<file path="config.mk">
export PLATFORM = sky130hd
export DESIGN_NAME = poly_decim_combiner
export DESIGN_NICKNAME = d
export VERILOG_FILES = /design/src/rtl/poly_decim_combiner.sv
export SDC_FILE = /design/constraint.sdc
export NUM_CORES = 1
export LEC_CHECK = 0
export BUFFER_PORTS_ARGS = -buffer_cell sky130_fd_sc_hd__buf_2
export CAP_MARGIN = 20
export CORE_UTILIZATION = 53
export DETAILED_ROUTE_END_ITERATION = 8
export GPL_ROUTABILITY_DRIVEN = 0
export PLACE_DENSITY = 0.85
export SYNTH_ARGS = -nofsm -noshare
export SYNTH_HDL_FRONTEND = slang
export SYNTH_SLANG_ARGS = --single-unit
</file>
<file path="constraint.sdc">
create_clock -name clk -period 2.52 [get_ports clk]
set_input_delay 0.63 -clock clk [delete_from_list [all_inputs] [get_ports clk]]
set_output_delay 0.63 -clock clk [all_outputs]
set_load 0.02 [all_outputs]
</file>
<file path="src/rtl/poly_decim_combiner.sv">
// Polyphase decimator combiner: sums four branch outputs once per DECIM strobes,
// rounds/shifts/saturates to OUT_W, and buffers results in a show-ahead FIFO.
module poly_decim_combiner #(
    parameter int IN_W       = 17,
    parameter int OUT_W      = 16,
    parameter int SHIFT      = 3,
    parameter int DECIM      = 4,
    parameter int FIFO_DEPTH = 4
) (
    input  logic                    clk,
    input  logic                    rst,
    input  logic                    in_valid,
    input  logic signed [IN_W-1:0]  e0_in,
    input  logic signed [IN_W-1:0]  e1_in,
    input  logic signed [IN_W-1:0]  e2_in,
    input  logic signed [IN_W-1:0]  e3_in,
    output logic                    out_valid,
    input  logic                    out_ready,
    output logic signed [OUT_W-1:0] out_data,
    output logic                    sat_flag,
    output logic                    ovf_err
);
    localparam int PH_W = (DECIM > 1) ? $clog2(DECIM) : 1;
    localparam int AW   = (FIFO_DEPTH > 1) ? $clog2(FIFO_DEPTH) : 1;
    localparam int CW   = AW + 1;
    localparam int PW   = IN_W + 1;
    // One bit wider than the bare four-way sum: the rounding constant on top of
    // four full-scale positive inputs would otherwise reach 2^(IN_W+1).
    localparam int SW   = IN_W + 3;
    localparam logic signed [SW-1:0] QMAX = (SW'(1) << (OUT_W - 1)) - SW'(1);
    localparam logic signed [SW-1:0] QMIN = -(SW'(1) << (OUT_W - 1));

    logic [PH_W-1:0]         phase;
    logic                    capture;
    logic [2:1]              vld_pipe;
    logic signed [PW-1:0]    p0, p1;
    logic signed [SW-1:0]    sum, q;
    logic signed [OUT_W-1:0] res;
    logic                    clamp;

    assign capture = in_valid && (phase == PH_W'(DECIM - 1));

    always_ff @(posedge clk) begin
        if (rst) begin
            phase    <= '0;
            vld_pipe <= '0;
        end else begin
            if (in_valid)
                phase <= (phase == PH_W'(DECIM - 1)) ? '0 : phase + PH_W'(1);
            vld_pipe <= {vld_pipe[1], capture};
        end
    end

    always_ff @(posedge clk) begin
        if (capture) begin
            p0 <= {e0_in[IN_W-1], e0_in} + {e1_in[IN_W-1], e1_in};
            p1 <= {e2_in[IN_W-1], e2_in} + {e3_in[IN_W-1], e3_in};
        end
        if (vld_pipe[1])
            sum <= {{2{p0[PW-1]}}, p0} + {{2{p1[PW-1]}}, p1} + SW'(1 << (SHIFT - 1));
    end

    always_comb begin
        q     = sum >>> SHIFT;
        clamp = 1'b0;
        res   = q[OUT_W-1:0];
        if (q > QMAX) begin
            res   = QMAX[OUT_W-1:0];
            clamp = 1'b1;
        end else if (q < QMIN) begin
            res   = QMIN[OUT_W-1:0];
            clamp = 1'b1;
        end
    end

    logic signed [OUT_W-1:0] mem [FIFO_DEPTH];
    logic [AW-1:0]           wr_ptr, rd_ptr;
    logic [CW-1:0]           count;
    logic signed [OUT_W-1:0] last_q;
    logic                    full, pop, wr;

    assign full      = (count == CW'(FIFO_DEPTH));
    assign out_valid = (count != '0);
    assign pop       = out_valid && out_ready;
    // A full FIFO still accepts the write when the head leaves in the same cycle.
    assign wr        = vld_pipe[2] && (!full || pop);
    assign out_data  = out_valid ? mem[rd_ptr] : last_q;

    always_ff @(posedge clk) begin
        if (wr)
            mem[wr_ptr] <= res;
    end

    always_ff @(posedge clk) begin
        if (rst) begin
            wr_ptr   <= '0;
            rd_ptr   <= '0;
            count    <= '0;
            last_q   <= '0;
            sat_flag <= 1'b0;
            ovf_err  <= 1'b0;
        end else begin
            if (wr)
                wr_ptr <= wr_ptr + AW'(1);
            if (pop)
                rd_ptr <= rd_ptr + AW'(1);
            case ({wr, pop})
                2'b10:   count <= count + CW'(1);
                2'b01:   count <= count - CW'(1);
                default: count <= count;
            endcase
            if (out_valid)
                last_q <= mem[rd_ptr];
            if (vld_pipe[2] && clamp)
                sat_flag <= 1'b1;
            if (vld_pipe[2] && full && !pop)
                ovf_err <= 1'b1;
        end
    end
endmodule

</file>
* After elaboration in Yosys (flattened, before gate mapping) *
Memories as Yosys holds them, arrays and structs flattened. A register that Yosys moved wholly into a read port is not among the register bits.
Cells that the tools add are included.

storage, ports and cells
  bits in registers = 85
  bits in writable memories = 64
  bits of input ports = 72
  output and inout port bits = 19
  word-level logic and storage cells = 49
  memories = 1

memories
  name  depth  width  rd ports  clocked after memory_dff  wr ports  RTL line  RTL
  mem   4      16     1         1                         1         76        logic signed [OUT_W-1:0] mem [FIFO_DEPTH];

cells by class
  $add $sub $neg = 9
  magnitude comparators = 2
  equality and inequality tests = 4
  mux-type cells = 11
  reduce and logical (&&, ||, !) cells = 11

operators by type and width
  operator                                                          count
  2-to-1 mux 16 bit                                                 3
  adder 17 x 17 -> 18 bit                                           2
  adder 19 x 4 -> 20 bit (second input constant)                    1
  adder 18 x 18 -> 19 bit                                           1
  greater-than comparator 17 x 16 -> 1 bit (second input constant)  1
  < comparator 17 x 16 -> 1 bit (second input constant)             1
  adder 2 x 1 -> 2 bit (second input constant)                      3
  logical AND 1 bit                                                 6
  2-to-1 mux 2 bit                                                  3
  case mux 3 bit (2 select lines)                                   1
  equality test 2 bit (second input constant)                       2
  2-to-1 mux 1 bit                                                  4
  adder 3 x 1 -> 3 bit (second input constant)                      1
  equality test 3 bit (second input constant)                       1
  nonzero test 3 bit                                                1
  subtractor 3 x 1 -> 3 bit (second input constant)                 1
  equality test 2 x 1 -> 1 bit (second input constant)              1
  zero test 1 bit                                                   2
  nonzero test 2 bit                                                1
  logical OR 1 bit                                                  1

* Longest topological paths before layout *
  word-level depth = 6
  mapped depth = 10
  depth with buffers taken out = 10

* Least setup slack after synthesis *
Ideal clock, no wire load.

  kind = input port to flip-flop
  start = in e0_in[0]
  end = reg p0[16], data pin
  library setup time = 0.195 ns
  data arrival time = 2.284 ns
  data required time = 2.325 ns
  slack = 0.041 ns
  stages on the path = 8
  buffers on the path = 0
  path through = ha_1 > inv_1 > fa_1 > nor2b_1 > o31ai_2 > a2111oi_0 > nor3_1 > o311ai_0

between the ends
  cells in the longest elaborated chain, start to end = 1

RTL lines
  item                     RTL line  RTL
  start, declared          13        input logic signed [IN_W-1:0] e0_in,
  adder 17 x 17 -> 18 bit  56        p0 <= {e0_in[IN_W-1], e0_in} + {e1_in[IN_W-1], e1_in};
  end signal, assigned     56
  end, declared            36        logic signed [PW-1:0] p0, p1;

Every way passes these cells.
A chain may end at the register's enable or synchronous reset.

==> results.sh <==
export IMPL_status="complete, but fails checks"
export IMPL_violations="DRC, setup timing"
export IMPL_path_class="flip-flop to output port"
export IMPL_yosysSeqAreaShare=0.512
export IMPL_cts_clk_slew_worst_paths_ps=60
export IMPL_dieHeight_um=125
export IMPL_yosys_cell_count_top_type="edfxtp_1"
export IMPL_irDropWorstVdd_uv=397
export IMPL_drt_iter0_markers=270
export IMPL_pwr_share_clk=0.406
export IMPL_power_frac_seq=0.471
export IMPL_end_kind="output port"
export IMPL_dp_slack_ps=-437
export IMPL_vias=5650
export IMPL_die_w_um=125
export IMPL_vias_per_cell=5.61
export IMPL_fin_crit_ps=2560
export IMPL_ios=91
export IMPL_clock_root_buffer="clkbuf_16"
export IMPL_switching_share=0.239
export IMPL_worstPathArrival_ps=1930
export IMPL_p_sw_mw=1.35
export IMPL_fmax_ghz=0.391
export IMPL_synth_commonest_cells="117 x edfxtp_1, 74 x ha_1, 53 x nor2_1"
export IMPL_gr_total_overflow=0
export IMPL_yosys_top_cells_area="edfxtp_1 43%, ha_1 11%, dfxtp_1 7.7%"
export IMPL_p_int_mw=4.31
export IMPL_layout_drive_gt1_share=0.281
export IMPL_grt_max_degree=38
export IMPL_fin_crit_sh=1.01
export IMPL_tightest_slew_ps=851
export IMPL_ys_ff_latch=148
export IMPL_antenna_found_initial=0
export IMPL_post_route_drc_count=5
export IMPL_syn_nets=816
export IMPL_skew_ps=8.06
export IMPL_hold_buffers=0
export IMPL_rsz0062_at_grt="true"
export IMPL_yosys_warnings=0
export IMPL_cp_start_kind="flip-flop"
export IMPL_synth_async_reset_ratio=0
export IMPL_worstPathRequired_ps=1890
export IMPL_final_core_util=0.671
export IMPL_power_leakage_nw=4.02
export IMPL_p_per_area_nw_per_um2=575
export IMPL_netlist_instances=667
export IMPL_n_antenna_cell=0
export IMPL_slew_headroom=0.433
export IMPL_clock_sinks=148
export IMPL_detail_route_wl_per_cell_um=16.0
export IMPL_avgSynthCellArea_um2=12.1
export IMPL_cts_tree="built"
export IMPL_area_growth_pct=22.0
export IMPL_dp_hpwl_mm=11.3
export IMPL_final_nets=959
export IMPL_cts_buffer_depth=2
export IMPL_synth_top_area_cell="edfxtp_1"
export IMPL_synth_main_ff_cell="edfxtp_1"
export IMPL_placementRows=44
export IMPL_grt_pass1_wl_mm=26.4
export IMPL_hold_class="flip-flop to flip-flop"
export IMPL_grt_pass1_vias=5683
export IMPL_p_total_mw=5.67
export IMPL_core_area_um2=14700
export IMPL_grt_util_all_layers=0.217
export IMPL_synth_edf_count=117
export IMPL_htree_levels=4
export IMPL_p_comb_frac=0.124
export IMPL_maxSlewViolCount=0
export IMPL_io_buffers=90
export IMPL_clk_latency_ps=430
export IMPL_dieArea_um2=15700
export IMPL_ant_nets=0
export IMPL_setup_tns_ps=-183
export IMPL_routed_wl_mm=16.1
export IMPL_syn_area_um2=8080
export IMPL_synth_top_area_frac=0.435
export IMPL_ys_types=60
export IMPL_fin_ws_ps=-37.0
export IMPL_maxCapViolations=0
export IMPL_hold_viol_final=0
export IMPL_drt_pass1_iter_count=7
export IMPL_finalSetupViolCount=13
export IMPL_initial_utilization=0.550
export IMPL_tritoncts_num_buffers=17
export IMPL_cp_max_fo=8
registers in the layout (all words and copies together), names as in the netlist, named ones only:
register	cells
mem	64
p0	18
p1	18
sum	17
last_q	16
count	3
phase	2
rd_ptr	2
vld_pipe	2
wr_ptr	2
ovf_err	1
sat_flag	1
metal layers:
layer / track usage / up-vias / part of all wire / wire length [um]
met5: 0 / - / 0 / 0
met4: 0.0933 / 0 / 0.024 / 392
met3: 0.0428 / 29 / 0.045 / 725
met2: 0.403 / 180 / 0.53 / 8470
met1: 0.240 / 2665 / 0.41 / 6530
li1: - / 2776 / - / -
timing repair:
action / CTS / global route
endpoints found under the setup margin: 20 / 24
gates resized for setup: 45 / 19
pin swaps: 0 / 2
endpoints found under the hold margin: 0 / 0
gates cloned: 1 / 0
setup buffers: 3 / 1
area by class of cell:
type	instances	area, um^2
Fill cell	1027	4840
Sequential cell	148	4140
Multi-Input combinational cell	469	3860
Timing Repair Buffer	143	973
Clock buffer	21	460
Tap cell	184	230
Inverter	31	116
Clock inverter	11	78.8
cell usage in the layout (no fill, tap or decap), types with 16 or more instances in the layout:
cell,instances
nor2_1,52
dfxtp_1,30
mux4_2,16
inv_1,31
nand2_1,31
clkbuf_16,17
edfxtp_1,117
a21oi_1,39
xnor2_1,30
nor2b_1,27
o21ai_0,32
ha_1,74
a21o_1,19
buf_2,74
buf_4,53
cell families (layout without fill, tap and decap cells):
logic type      after synthesis  count (layout)  share of synthesized area
simple gates                166             166                      0.101
mux                          37              37                     0.0731
xor+xnor                     43              43                     0.0466
flops                       148             148                      0.512
fa+ha+maj                    77              77                      0.122
compound gates              146             146                      0.121
buf+inv                      50             206                     0.0246
power groups by stage:
stage          Clock (mW)  Combinational, mW  Sequential (mW)
6_report             2.30              0.700             2.67
5_1_grt              2.44              0.778             2.67
4_1_cts              2.33              0.690             2.67
3_5_place_dp            0              0.673             2.72
3_3_place_gp            0              0.656             2.72
2_1_floorplan           0              0.454             2.72
critical path, cell delays in order (launching register included):
cell and delay (ps):
dfxtp_4 390, buf_12 150, mux4_2 530, mux2_4 290, buf_6 130
path summary, 6_finish.rpt:
check	slack, ps	depth (start not counted)	end	startpoint
max	-40	4	out_data[13]	flip-flop
min	470	2	sat_flag	sat_flag
max reg2reg	40	9	sum[11]	p0[6]
min reg2reg	470	2	sat_flag	sat_flag
through the flow:
stage,hold WS [ps],cells,area (um^2)
after global routing,474,1007,9860
after floorplan,462,667,8080
after global placement,460,970,9050
after detailed placement,461,970,9050
final,474,1007,9860
after CTS,475,1006,9780
Note: power is estimated with default switching activity, not from simulation.
